===== src/rtl/pkg_tpu.sv =====
// Shared TPU commit-path types: default table sizes and the reorder-table entry record.
package pkg_tpu;

  localparam int NUM_ENTRY_RB_V = 8;
  localparam int NUM_LANES      = 16;

  typedef logic [$clog2(NUM_ENTRY_RB_V)-1:0] issue_no_t;

  // Lane fields are sized for the widest lane count; narrower tables zero the upper bits.
  typedef struct packed {
    logic                 v;
    logic [NUM_LANES-1:0] en_lane;
    logic [NUM_LANES-1:0] en_commit;
  } commit_tab_v;

endpackage


===== src/rtl/commit_rob_if.sv =====
// Issue / commit / retire bundle of the commit reorder table.
interface commit_rob_if #(
  parameter int NUM_LANE = pkg_tpu::NUM_LANES,
  parameter int WIDTH_NO = $clog2(pkg_tpu::NUM_ENTRY_RB_V)
);
  logic                               I_Flush;
  logic                               I_Issue;
  logic [NUM_LANE-1:0]                I_En_Lane;
  logic [WIDTH_NO-1:0]                O_Issue_No;
  logic [NUM_LANE-1:0]                I_Commit;
  logic [NUM_LANE-1:0][WIDTH_NO-1:0]  I_Commit_No;
  logic                               I_Stall;
  logic                               O_Retire;
  logic [WIDTH_NO-1:0]                O_Retire_No;
  logic                               O_Full;
  logic                               O_Empty;
  logic [WIDTH_NO:0]                  O_Count;

  modport master (
    output I_Flush, I_Issue, I_En_Lane, I_Commit, I_Commit_No, I_Stall,
    input  O_Issue_No, O_Retire, O_Retire_No, O_Full, O_Empty, O_Count
  );

  modport slave (
    input  I_Flush, I_Issue, I_En_Lane, I_Commit, I_Commit_No, I_Stall,
    output O_Issue_No, O_Retire, O_Retire_No, O_Full, O_Empty, O_Count
  );
endinterface


===== src/rtl/commit_rob_entry.sv =====
// One reorder-table slot: tracks which lanes must commit and which have, and flags completion.
module commit_rob_entry import pkg_tpu::*; #(
  parameter int NUM_LANE = NUM_LANES,
  parameter int WIDTH_NO = $clog2(NUM_ENTRY_RB_V),
  parameter int IDX      = 0
) (
  input  logic                              clock,
  input  logic                              reset,
  input  logic                              flush_i,
  input  logic                              alloc_i,
  input  logic [NUM_LANE-1:0]               en_lane_i,
  input  logic [NUM_LANE-1:0]               commit_i,
  input  logic [NUM_LANE-1:0][WIDTH_NO-1:0] commit_no_i,
  input  logic                              retire_i,
  output logic                              complete_o
);
  localparam logic [WIDTH_NO-1:0] MY_NO = WIDTH_NO'(IDX);

  commit_tab_v         ent_q, ent_d;
  logic [NUM_LANE-1:0] hit;

  always_comb begin
    for (int l = 0; l < NUM_LANE; l++)
      hit[l] = commit_i[l] && (commit_no_i[l] == MY_NO);
  end

  // Allocation wins over a same-cycle commit, so a strobe aimed at a fresh slot is lost.
  always_comb begin
    ent_d = ent_q;
    if (flush_i) begin
      ent_d = '0;
    end else if (alloc_i) begin
      ent_d.v         = 1'b1;
      ent_d.en_lane   = NUM_LANES'(en_lane_i);
      ent_d.en_commit = '0;
    end else if (retire_i) begin
      ent_d = '0;
    end else if (ent_q.v) begin
      ent_d.en_commit = ent_q.en_commit | (NUM_LANES'(hit) & ent_q.en_lane);
    end
  end

  always_ff @(posedge clock or negedge reset) begin
    if (!reset) ent_q <= '0;
    else        ent_q <= ent_d;
  end

  assign complete_o = ent_q.v && (ent_q.en_commit == ent_q.en_lane);

endmodule


===== src/rtl/commit_rob.sv =====
// In-order commit reorder table: allocate at tail, lanes commit out of order, retire from head.
module commit_rob import pkg_tpu::*; #(
  parameter int NUM_ENTRY = NUM_ENTRY_RB_V,
  parameter int NUM_LANE  = NUM_LANES,
  parameter int WIDTH_NO  = $clog2(NUM_ENTRY)
) (
  input  logic        clock,
  input  logic        reset,
  commit_rob_if.slave bus
);
  logic [NUM_ENTRY-1:0] complete;
  logic                 full, issue_acc, retire_fire;
  logic [WIDTH_NO-1:0]  head_q, head_d, tail_q, tail_d, retire_no_q, retire_no_d;
  logic [WIDTH_NO:0]    count_q, count_d;
  logic                 retire_q, retire_d;

  assign full        = (count_q == (WIDTH_NO+1)'(NUM_ENTRY));
  assign issue_acc   = bus.I_Issue && !full;
  assign retire_fire = complete[head_q] && !bus.I_Stall;

  always_comb begin
    head_d      = head_q;
    tail_d      = tail_q;
    count_d     = count_q;
    retire_d    = 1'b0;
    retire_no_d = retire_no_q;
    if (bus.I_Flush) begin
      head_d  = '0;
      tail_d  = '0;
      count_d = '0;
    end else begin
      if (issue_acc) tail_d = tail_q + 1'b1;
      if (retire_fire) begin
        head_d      = head_q + 1'b1;
        retire_d    = 1'b1;
        retire_no_d = head_q;
      end
      case ({issue_acc, retire_fire})
        2'b10:   count_d = count_q + 1'b1;
        2'b01:   count_d = count_q - 1'b1;
        default: count_d = count_q;
      endcase
    end
  end

  always_ff @(posedge clock or negedge reset) begin
    if (!reset) begin
      head_q      <= '0;
      tail_q      <= '0;
      count_q     <= '0;
      retire_q    <= 1'b0;
      retire_no_q <= '0;
    end else begin
      head_q      <= head_d;
      tail_q      <= tail_d;
      count_q     <= count_d;
      retire_q    <= retire_d;
      retire_no_q <= retire_no_d;
    end
  end

  for (genvar i = 0; i < NUM_ENTRY; i++) begin : g_ent
    commit_rob_entry #(
      .NUM_LANE (NUM_LANE),
      .WIDTH_NO (WIDTH_NO),
      .IDX      (i)
    ) u_ent (
      .clock       (clock),
      .reset       (reset),
      .flush_i     (bus.I_Flush),
      .alloc_i     (issue_acc && (tail_q == WIDTH_NO'(i))),
      .en_lane_i   (bus.I_En_Lane),
      .commit_i    (bus.I_Commit),
      .commit_no_i (bus.I_Commit_No),
      .retire_i    (retire_fire && (head_q == WIDTH_NO'(i))),
      .complete_o  (complete[i])
    );
  end

  assign bus.O_Issue_No  = tail_q;
  assign bus.O_Retire    = retire_q;
  assign bus.O_Retire_No = retire_no_q;
  assign bus.O_Full      = full;
  assign bus.O_Empty     = (count_q == '0);
  assign bus.O_Count     = count_q;

endmodule


===== src/flat_wrapper.sv =====
// flat-port wrapper written by rule: the top's interface ports become plain ports
module commit_rob_flat import pkg_tpu::*;
#(
  parameter int NUM_ENTRY = NUM_ENTRY_RB_V,
  parameter int NUM_LANE  = NUM_LANES,
  parameter int WIDTH_NO  = $clog2(NUM_ENTRY)
)
  (clock, reset, bus_I_Flush, bus_I_Issue, bus_I_En_Lane, bus_I_Commit, bus_I_Commit_No, bus_I_Stall, bus_O_Issue_No, bus_O_Retire, bus_O_Retire_No, bus_O_Full, bus_O_Empty, bus_O_Count);
  commit_rob_if #(.NUM_LANE(NUM_LANE), .WIDTH_NO(WIDTH_NO)) bus_i ();
  input  logic clock;
  input  logic reset;
  input wire logic [$bits(bus_i.I_Flush)-1:0] bus_I_Flush;
  input wire logic [$bits(bus_i.I_Issue)-1:0] bus_I_Issue;
  input wire logic [$bits(bus_i.I_En_Lane)-1:0] bus_I_En_Lane;
  input wire logic [$bits(bus_i.I_Commit)-1:0] bus_I_Commit;
  input wire logic [$bits(bus_i.I_Commit_No)-1:0] bus_I_Commit_No;
  input wire logic [$bits(bus_i.I_Stall)-1:0] bus_I_Stall;
  output wire logic [$bits(bus_i.O_Issue_No)-1:0] bus_O_Issue_No;
  output wire logic [$bits(bus_i.O_Retire)-1:0] bus_O_Retire;
  output wire logic [$bits(bus_i.O_Retire_No)-1:0] bus_O_Retire_No;
  output wire logic [$bits(bus_i.O_Full)-1:0] bus_O_Full;
  output wire logic [$bits(bus_i.O_Empty)-1:0] bus_O_Empty;
  output wire logic [$bits(bus_i.O_Count)-1:0] bus_O_Count;
  assign bus_i.I_Flush = bus_I_Flush;
  assign bus_i.I_Issue = bus_I_Issue;
  assign bus_i.I_En_Lane = bus_I_En_Lane;
  assign bus_i.I_Commit = bus_I_Commit;
  assign bus_i.I_Commit_No = bus_I_Commit_No;
  assign bus_i.I_Stall = bus_I_Stall;
  assign bus_O_Issue_No = bus_i.O_Issue_No;
  assign bus_O_Retire = bus_i.O_Retire;
  assign bus_O_Retire_No = bus_i.O_Retire_No;
  assign bus_O_Full = bus_i.O_Full;
  assign bus_O_Empty = bus_i.O_Empty;
  assign bus_O_Count = bus_i.O_Count;
  commit_rob #(.NUM_ENTRY(NUM_ENTRY), .NUM_LANE(NUM_LANE), .WIDTH_NO(WIDTH_NO)) u_core (.clock(clock), .reset(reset), .bus(bus_i));
endmodule

===== config.mk =====
export PLATFORM = sky130hd
export DESIGN_NAME = commit_rob_flat
export DESIGN_NICKNAME = d
export VERILOG_FILES = /design/src/rtl/pkg_tpu.sv /design/src/rtl/commit_rob_if.sv /design/src/rtl/commit_rob_entry.sv /design/src/rtl/commit_rob.sv /design/src/flat_wrapper.sv
export SDC_FILE = /design/constraint.sdc
export NUM_CORES = 1
export LEC_CHECK = 0
export ABC_AREA = 1
export CAP_MARGIN = 20
export CORE_ASPECT_RATIO = 1.5
export CORE_MARGIN = 3
export CORE_UTILIZATION = 59
export CTS_BUF_LIST = sky130_fd_sc_hd__clkbuf_8 sky130_fd_sc_hd__clkbuf_16
export DETAILED_ROUTE_END_ITERATION = 7
export PLACE_DENSITY = 0.8
export SLEW_MARGIN = 0
export SYNTH_ARGS = -nofsm -noshare
export SYNTH_HDL_FRONTEND = slang
export SYNTH_SLANG_ARGS = --single-unit

===== constraint.sdc =====
create_clock -name clock -period 3.27 [get_ports clock]
set_input_delay 0.654 -clock clock [delete_from_list [all_inputs] [get_ports clock]]
set_output_delay 0.654 -clock clock [all_outputs]
set_load 0.01 [all_outputs]

# --- Word-level counts from Yosys, hierarchy flattened ---
# Cells that the tools add are included.
totals:
  register_bits: 278
  inputBits: 85
  out_inout_bits: 13
  wordCells: 433
classes:
  addsub: 4
  order_cmp: 1
  eq_ne: 137
  n_mux: 50
  bitwise_logic: 17
  n_reduce_logical: 195
ops:
  columns: ["op", "count"]
  rows:
  - ["2-to-1 mux 33 bit", 16]
  - ["2-to-1 mux 16 bit", 16]
  - ["== test 3 bit, second input constant", 72]
  - ["logical AND 1 bit", 154]
  - ["2-to-1 mux 17 bit", 8]
  - ["AND 16 bit", 8]
  - ["== test 16 bit", 8]
  - ["bitwise OR 16 bit", 8]
  - ["== test 3 x 2 -> 1 bit, second input constant", 36]
  - ["== test 3 x 1 -> 1 bit, second input constant", 18]
  - ["logical NOT 3 bit", 18]
  - ["nonzero test 4 bit", 8]
  - ["nonzero test 3 bit", 9]
  - ["2-to-1 mux 3 bit", 4]
  - ["one-hot mux 4 bit (2 select lines)", 1]
  - ["adder 3 x 1 -> 3 bit, second input constant", 2]
  - ["adder 4 x 1 -> 4 bit, second input constant", 1]
  - ["== test 4 bit, second input constant", 1]
  - ["logical NOT 4 bit", 1]
  - ["less-than comparator 3 x 4 -> 1 bit, second input constant", 1]
  - ["2-to-1 mux 4 bit", 1]
  - ["nonzero test 2 bit", 2]
  - ["subtractor 4 x 1 -> 4 bit, second input constant", 1]
  - ["binary-select mux 1 bit (select 3 bit)", 1]
  - ["6 further kinds", 9]

# --- Logic depth before layout (Yosys ltp) ---
logic_depth:
  depth_word: 9
  ltp_mapped: 23
  mapped_depth_nobuf: 22

# --- Hierarchy ---
# A second synthesis with hierarchy kept.
unflattened:
  cells_unflattened: 1758
  area_unflattened_um2: 14650.3
by_module_without_submodules:
  columns: ["module", "n_inst", "cells_each", "area_per_inst_um2", "seq_area_each_um2"]
  rows:
  - ["commit_rob_entry at u_core.g_ent[5].u_ent ...", 2, 209, 1684.1, 825.8]
  - ["commit_rob_entry at u_core.g_ent[1].u_ent ...", 2, 193, 1664.1, 825.8]
  - ["commit_rob_entry at u_core.g_ent[7].u_ent", 1, 198, 1756.7, 825.8]
  - ["commit_rob_entry at u_core.g_ent[4].u_ent", 1, 195, 1712.9, 825.8]
  - ["commit_rob_entry at u_core.g_ent[0].u_ent", 1, 195, 1700.4, 825.8]
  - ["commit_rob_entry at u_core.g_ent[3].u_ent", 1, 209, 1657.8, 825.8]
  - ["commit_rob", 1, 157, 1126.1, 350.3]

# --- Worst setup path after synthesis ---
# Ideal clock, no wire load.
synth_path:
  kind: "flip-flop to flip-flop"
  start: "reg u_core.count_q[0], in the netlist u_core.bus.O_Count[0]"
  end: "reg u_core.count_q[3], in the netlist u_core.bus.O_Count[3]"
  setup_time_ns: 0.118
  t_arrival_ns: 2.451
  required_time_ns: 3.152
  slack_ns: 0.701
  stages_incl_launch_ff: 18
  path_buffers: 0
  period_less_slack_ns: 2.569
  cell_sequence: "dfrtp_1 > nor2_1 > inv_1 > nor3_1 > nor2_1 > inv_1 > nand4_1 > inv_1 > ha_1 > a21oi_1 > nand2_1 > xor2_1 > inv_1 > nand3_1 > nand2_1 > inv_1 > nand2_1 > nand2_1"
synth_via:
  elab_chain_cells: 6
  elab_cells_between_ends: 10
  cone_classes: "add/sub: 2; eq/ne: 3; mux: 2; reduce/logical: 3"
synth_lines:
  columns: ["element", "line_no", "text"]
  rows:
  - ["start, declared", "commit_rob.sv:14", "logic [WIDTH_NO:0] count_q, count_d;"]
  - ["start signal, assigned", "commit_rob.sv:56", "count_q <= count_d;"]
  - ["== test 4 bit (*)", "commit_rob.sv:17", "assign full = (count_q == (WIDTH_NO+1)'(NUM_ENTRY));"]
  - ["named net bus_O_Full", "flat_wrapper.sv:21", "output wire logic [$bits(bus_i.O_Full)-1:0] bus_O_Full;"]
  - ["logical NOT 1 bit (*)", "commit_rob.sv:18", "assign issue_acc = bus.I_Issue && !full;"]
  - ["logical AND 1 bit (*)", "commit_rob.sv:18", null]
  - ["== test 2 x 1 -> 1 bit / == test 2 bit (equally long branches)", "commit_rob.sv:38", "case ({issue_acc, retire_fire})"]
  - ["one-hot mux 4 bit (2 select lines)", "commit_rob.sv:38", null]
  - ["2-to-1 mux 4 bit", "commit_rob.sv:27", "if (bus.I_Flush) begin"]
# The timed path passes the listed nets; every way through them passes the cells marked *.
# A chain may end at the register's enable or synchronous reset.

# --- Worst setup path after layout ---
layout_path:
  start: "reg u_core.head_q[0]"
  end: "reg u_core.count_q[3], in the netlist u_core.bus.O_Count[3]"
layout_via:
  elab_chain_cells: 6
  elab_cells_between_ends: 8
  cone_classes: "eq/ne: 2; mux: 4; reduce/logical: 2"
layout_lines:
  columns: ["element", "line_no", "text"]
  rows:
  - ["start, declared", "commit_rob.sv:13", "logic [WIDTH_NO-1:0] head_q, head_d, tail_q, tail_d, retire_no_q, retire_no_d;"]
  - ["start signal, assigned", "commit_rob.sv:48", "head_q <= '0;"]
  - ["start signal, assigned", "commit_rob.sv:54", "head_q <= head_d;"]
  - ["binary-select mux 1 bit (select 3 bit) (*)", "commit_rob.sv:19", "assign retire_fire = complete[head_q] && !bus.I_Stall;"]
  - ["2-to-1 mux 1 bit (not written as such) (*)", "commit_rob.sv:19", null]
  - ["logical AND 1 bit (*)", "commit_rob.sv:19", null]
  - ["== test 2 x 1 -> 1 bit / == test 2 bit (equally long branches)", "commit_rob.sv:38", null]
  - ["one-hot mux 4 bit (2 select lines)", "commit_rob.sv:38", null]
  - ["2-to-1 mux 4 bit", "commit_rob.sv:27", null]
# Every way passes the cells marked *; elsewhere a longest branch is shown, timed or not. The select of a mux whose other input is x is not followed.

==> summary.md <==
| Metric | Value |
|---|---|
| Crit path DAT | ~3.4 ns |
| RSZ-0062 raised after global routing | false |
| Maximum VDD drop | ~410 uV |
| Total CTS buffers | 28 |
| Worst endpoint required time | approximately 3.7 ns |
| DR WL/cell | around 23 um |
| Final Hold Viols | 0 |
| Post-synthesis sequential area ratio | 49.7% |
| DRC violation count after routing | 0 |
| Port buffer count | between 90 and 100 |
| Hold-fix buffers at CTS | 0 |
| Total wire length | between 50000 and 60000 um |
| Setup TNS | 0 ns |
| Largest stage delay, worst path | 0.50 ns |
| Fin area | around 16000 um2 |
| Starting DRT DRC Count | between 1500 and 2000 |
| Critical setup path kind | reg -> reg |
| Number of synthesized flops with an enable pin | 0 |
| Final Net Count | ~2000 |
| Area grow syn2layout | 17.2% |
| Slew HR | 46.3% |
| Gate Count Post-Synth | about 1800 |
| Final hold slack | 0.151 ns |
| Grt ovf | 0 |
| Final design utilization | between 70% and 80% |
| PwrDens | between 400 and 500 nW/um2 |
| Top cells by area, synth | dfrtp_1 50%, nand2_1 11%, inv_1 8.5% |
| DIE AREA | between 20000 and 30000 um2 |
| Status | finished clean |
| First-pass GRT wire length | approximately 78000 um |
| Largest net degree at the start of global routing | 96 |
| Clk_skew | ~0.015 ns |
| Initial Utilization | between 60% and 70% |
| Final std cells w/o fill | around 2200 |
| Prevailing post-synth register cell | dfrtp_1 |
| Initial antenna violation count | 0 |
| Total number of vias | approximately 13000 |
| Synth warn | 0 |
| Site Rows | 68 |
| Tightest Hold Check Type | in -> async |
| Number of max-cap violations | 0 |
| DP HPWL | 39500 um |
| Total track usage | about two fifths |
| Synth cell count leaders | 423 x nand2_1, 316 x inv_1, 278 x dfrtp_1, 163 x nor2_1, 119 x o21ai_0 |
| Antenna violation net count after detailed routing | 0 |
| Cell variety after synth | 40 |
| DRT Pass-1 Iters | 5 |
| Clk root buf | clkbuf_16 |
| CP cell instances | inv_4 > nand2_1 > a21oi_1 > nand3_1 > nor2_1 > nand3_1 > nand3_1 > nand2_1 > nand2_1 > nand4_1 > inv_1 > ha_1 > a21oi_1 > nand2_1 > xor2_1 > inv_1 > nand3_1 > nand2_1 > inv_1 > nand2_1 > nand2_1 |
| Post-CTS setup buffers | 0 |
| Max Fclk | 0.334 GHz |
| Die width | 132 um |
| Avg Cell Area, Syn | around 8 um2 |
| # IOs | between 90 and 100 |
| Dpl cell area | ~16000 um2 |
| Worst skew pair latency | around 0.56 ns |
| Leak | around 8 nW |
| Slew Viols, Final | 0 |
| Vias in the first global route | between 10000 and 15000 |
| Synthesized area | about 14000 um2 |
| Worst-path fanout max | 8 |
| Synth area leader | dfrtp_1 |
| Post-Syn Nets | around 1900 |
| Setup violators final | 0 |
| Clock Path Buffers | 3 |
| Crit path max-delay family | simple AND/OR/NAND/NOR gates |
| CTS tree | done |
| Most common cell on crit path | nand2_1 |
| Yosys top cell area share | 49.7% |
| Critical path buffers and inverters | 4 |
| Vias per cell | roughly 6.0 |
| Routability congestion estimate from global placement | 1.07 |
| CP max stage cell | dfrtp_1 |
| Startpoint types | flop |
| Crit path time final | between 2 and 3 ns |
| Worst slew pin tran | 0.803 ns |
| ANT cells | 0 |
| Placed Cells incl. Taps | between 2000 and 2500 |
| Core ar. | 23100 um2 |
| Seq cells post-synth | 278 |
| Clk slew on worst S/H paths | about 0.060 ns |
| Final Cycle Share | 91.5% |
| Cts repair resizes | 0 |
| Layout cell share with drive strength beyond 1 | 5.77% |
| H-tree depth | 1 |
| Clock net sink count | between 200 and 300 |
| Most common cell in the netlist | nand2_1 |
| Kind of end point of the critical path | flop |
| Die span in y | 195 um |
| FFs w/ async S/R, synth | between 90% and 100% |
layout make-up:
cell class / instances / area [um2]
clock buffer: 34 / 795
multi-input combinational: 1143 / 5590
tap: 315 / 394
sequential: 278 / 6960
timing repair buffer: 137 / 1380
clock inverter: 12 / 78.8
fill: 1951 / 6750
inverter: 320 / 1200
path summary, 6_finish.rpt:
path,cells after the start,slack [ns],from,end
worst max-delay path,21,0.28,u_core.head_q[0],u_core.bus.O_Count[3]
worst min-delay path,1,0.15,reset,u_core.g_ent[0].u_ent.ent_q[1]
worst max register to register,21,0.28,u_core.head_q[0],u_core.bus.O_Count[3]
worst min register to register,2,0.49,u_core.bus.O_Retire_No[2],u_core.bus.O_Retire_No[2]
max in group asynchronous,2,2.31,reset,u_core.g_ent[6].u_ent.ent_q[11]
min in group clock,2,0.49,u_core.bus.O_Retire_No[2],u_core.bus.O_Retire_No[2]
metal layers:
layer  global-route usage, %  vias to the layer above  share of wire (%)
met5                       0                        -                  0
met2                    65.5                      778                 47
met3                    7.66                      245                8.7
met1                    47.4                     6389                 35
li1                        -                     5974                  -
met4                    31.7                        0                 10
placed cells by master, fill, tap and decap left out, drive strengths merged, types with 2 or more instances in the layout:
cell type	n
o21bai	5
o22ai	30
clkinv	4
nor4	2
o211a	2
dfrtp	278
ha	14
o211ai	3
nand4	82
clkdlybuf4s50	96
inv	326
a41oi	26
nor2	165
o21ai	146
nor3	22
nand2	428
xnor2	4
a21oi	96
xor2	23
clkbuf	34
or2	13
buf	41
nand3	77
through the flow:
step                power, mW  setup WS [ns]
global placement         4.38          0.354
detailed placement       4.39          0.282
CTS                      7.45          0.271
finish                   7.47          0.278
floorplan                3.89          0.701
global route             7.65         0.0463
worst reg2reg max path, stage by stage, from the launching register on:
cell and delay (ns):
dfrtp_1 0.50, inv_4 0.19, nand2_1 0.08, a21oi_1 0.12, nand3_1 0.09, nor2_1 0.09
nand3_1 0.16, nand3_1 0.22, nand2_1 0.08, nand2_1 0.09, nand4_1 0.13, inv_1 0.15
ha_1 0.28, a21oi_1 0.16, nand2_1 0.07, xor2_1 0.15, inv_1 0.05, nand3_1 0.07
nand2_1 0.07, inv_1 0.04, nand2_1 0.04, nand2_1 0.04
kinds of logic after synthesis:
logic type,synth area share (%)
AO/OA/AOI/OAI,12.4
XOR/XNOR,1.69
adder cells (fa/ha/maj),1.40
buffers and inverters,10.3
flip-flops,49.7
AND/OR/NAND/NOR,24.5
report_power, final:
part / internal, mW / switching, mW / total (mW)
Clock: 1.77 / 1.35 / 3.12
Sequential: 3.49 / 0.0438 / 3.53
Combinational: 0.254 / 0.563 / 0.817
Total: 5.52 / 1.95 / 7.47
state kept, by name, indices dropped and copies added, names as in the netlist:
name and flops:
u_core.bus.O_Count 4, u_core.bus.O_Issue_No 3, u_core.bus.O_Retire 1, u_core.bus.O_Retire_No 3, u_core.g_ent.u_ent.ent_q 264, u_core.head_q 3
Power figures use the tool's default switching activity.
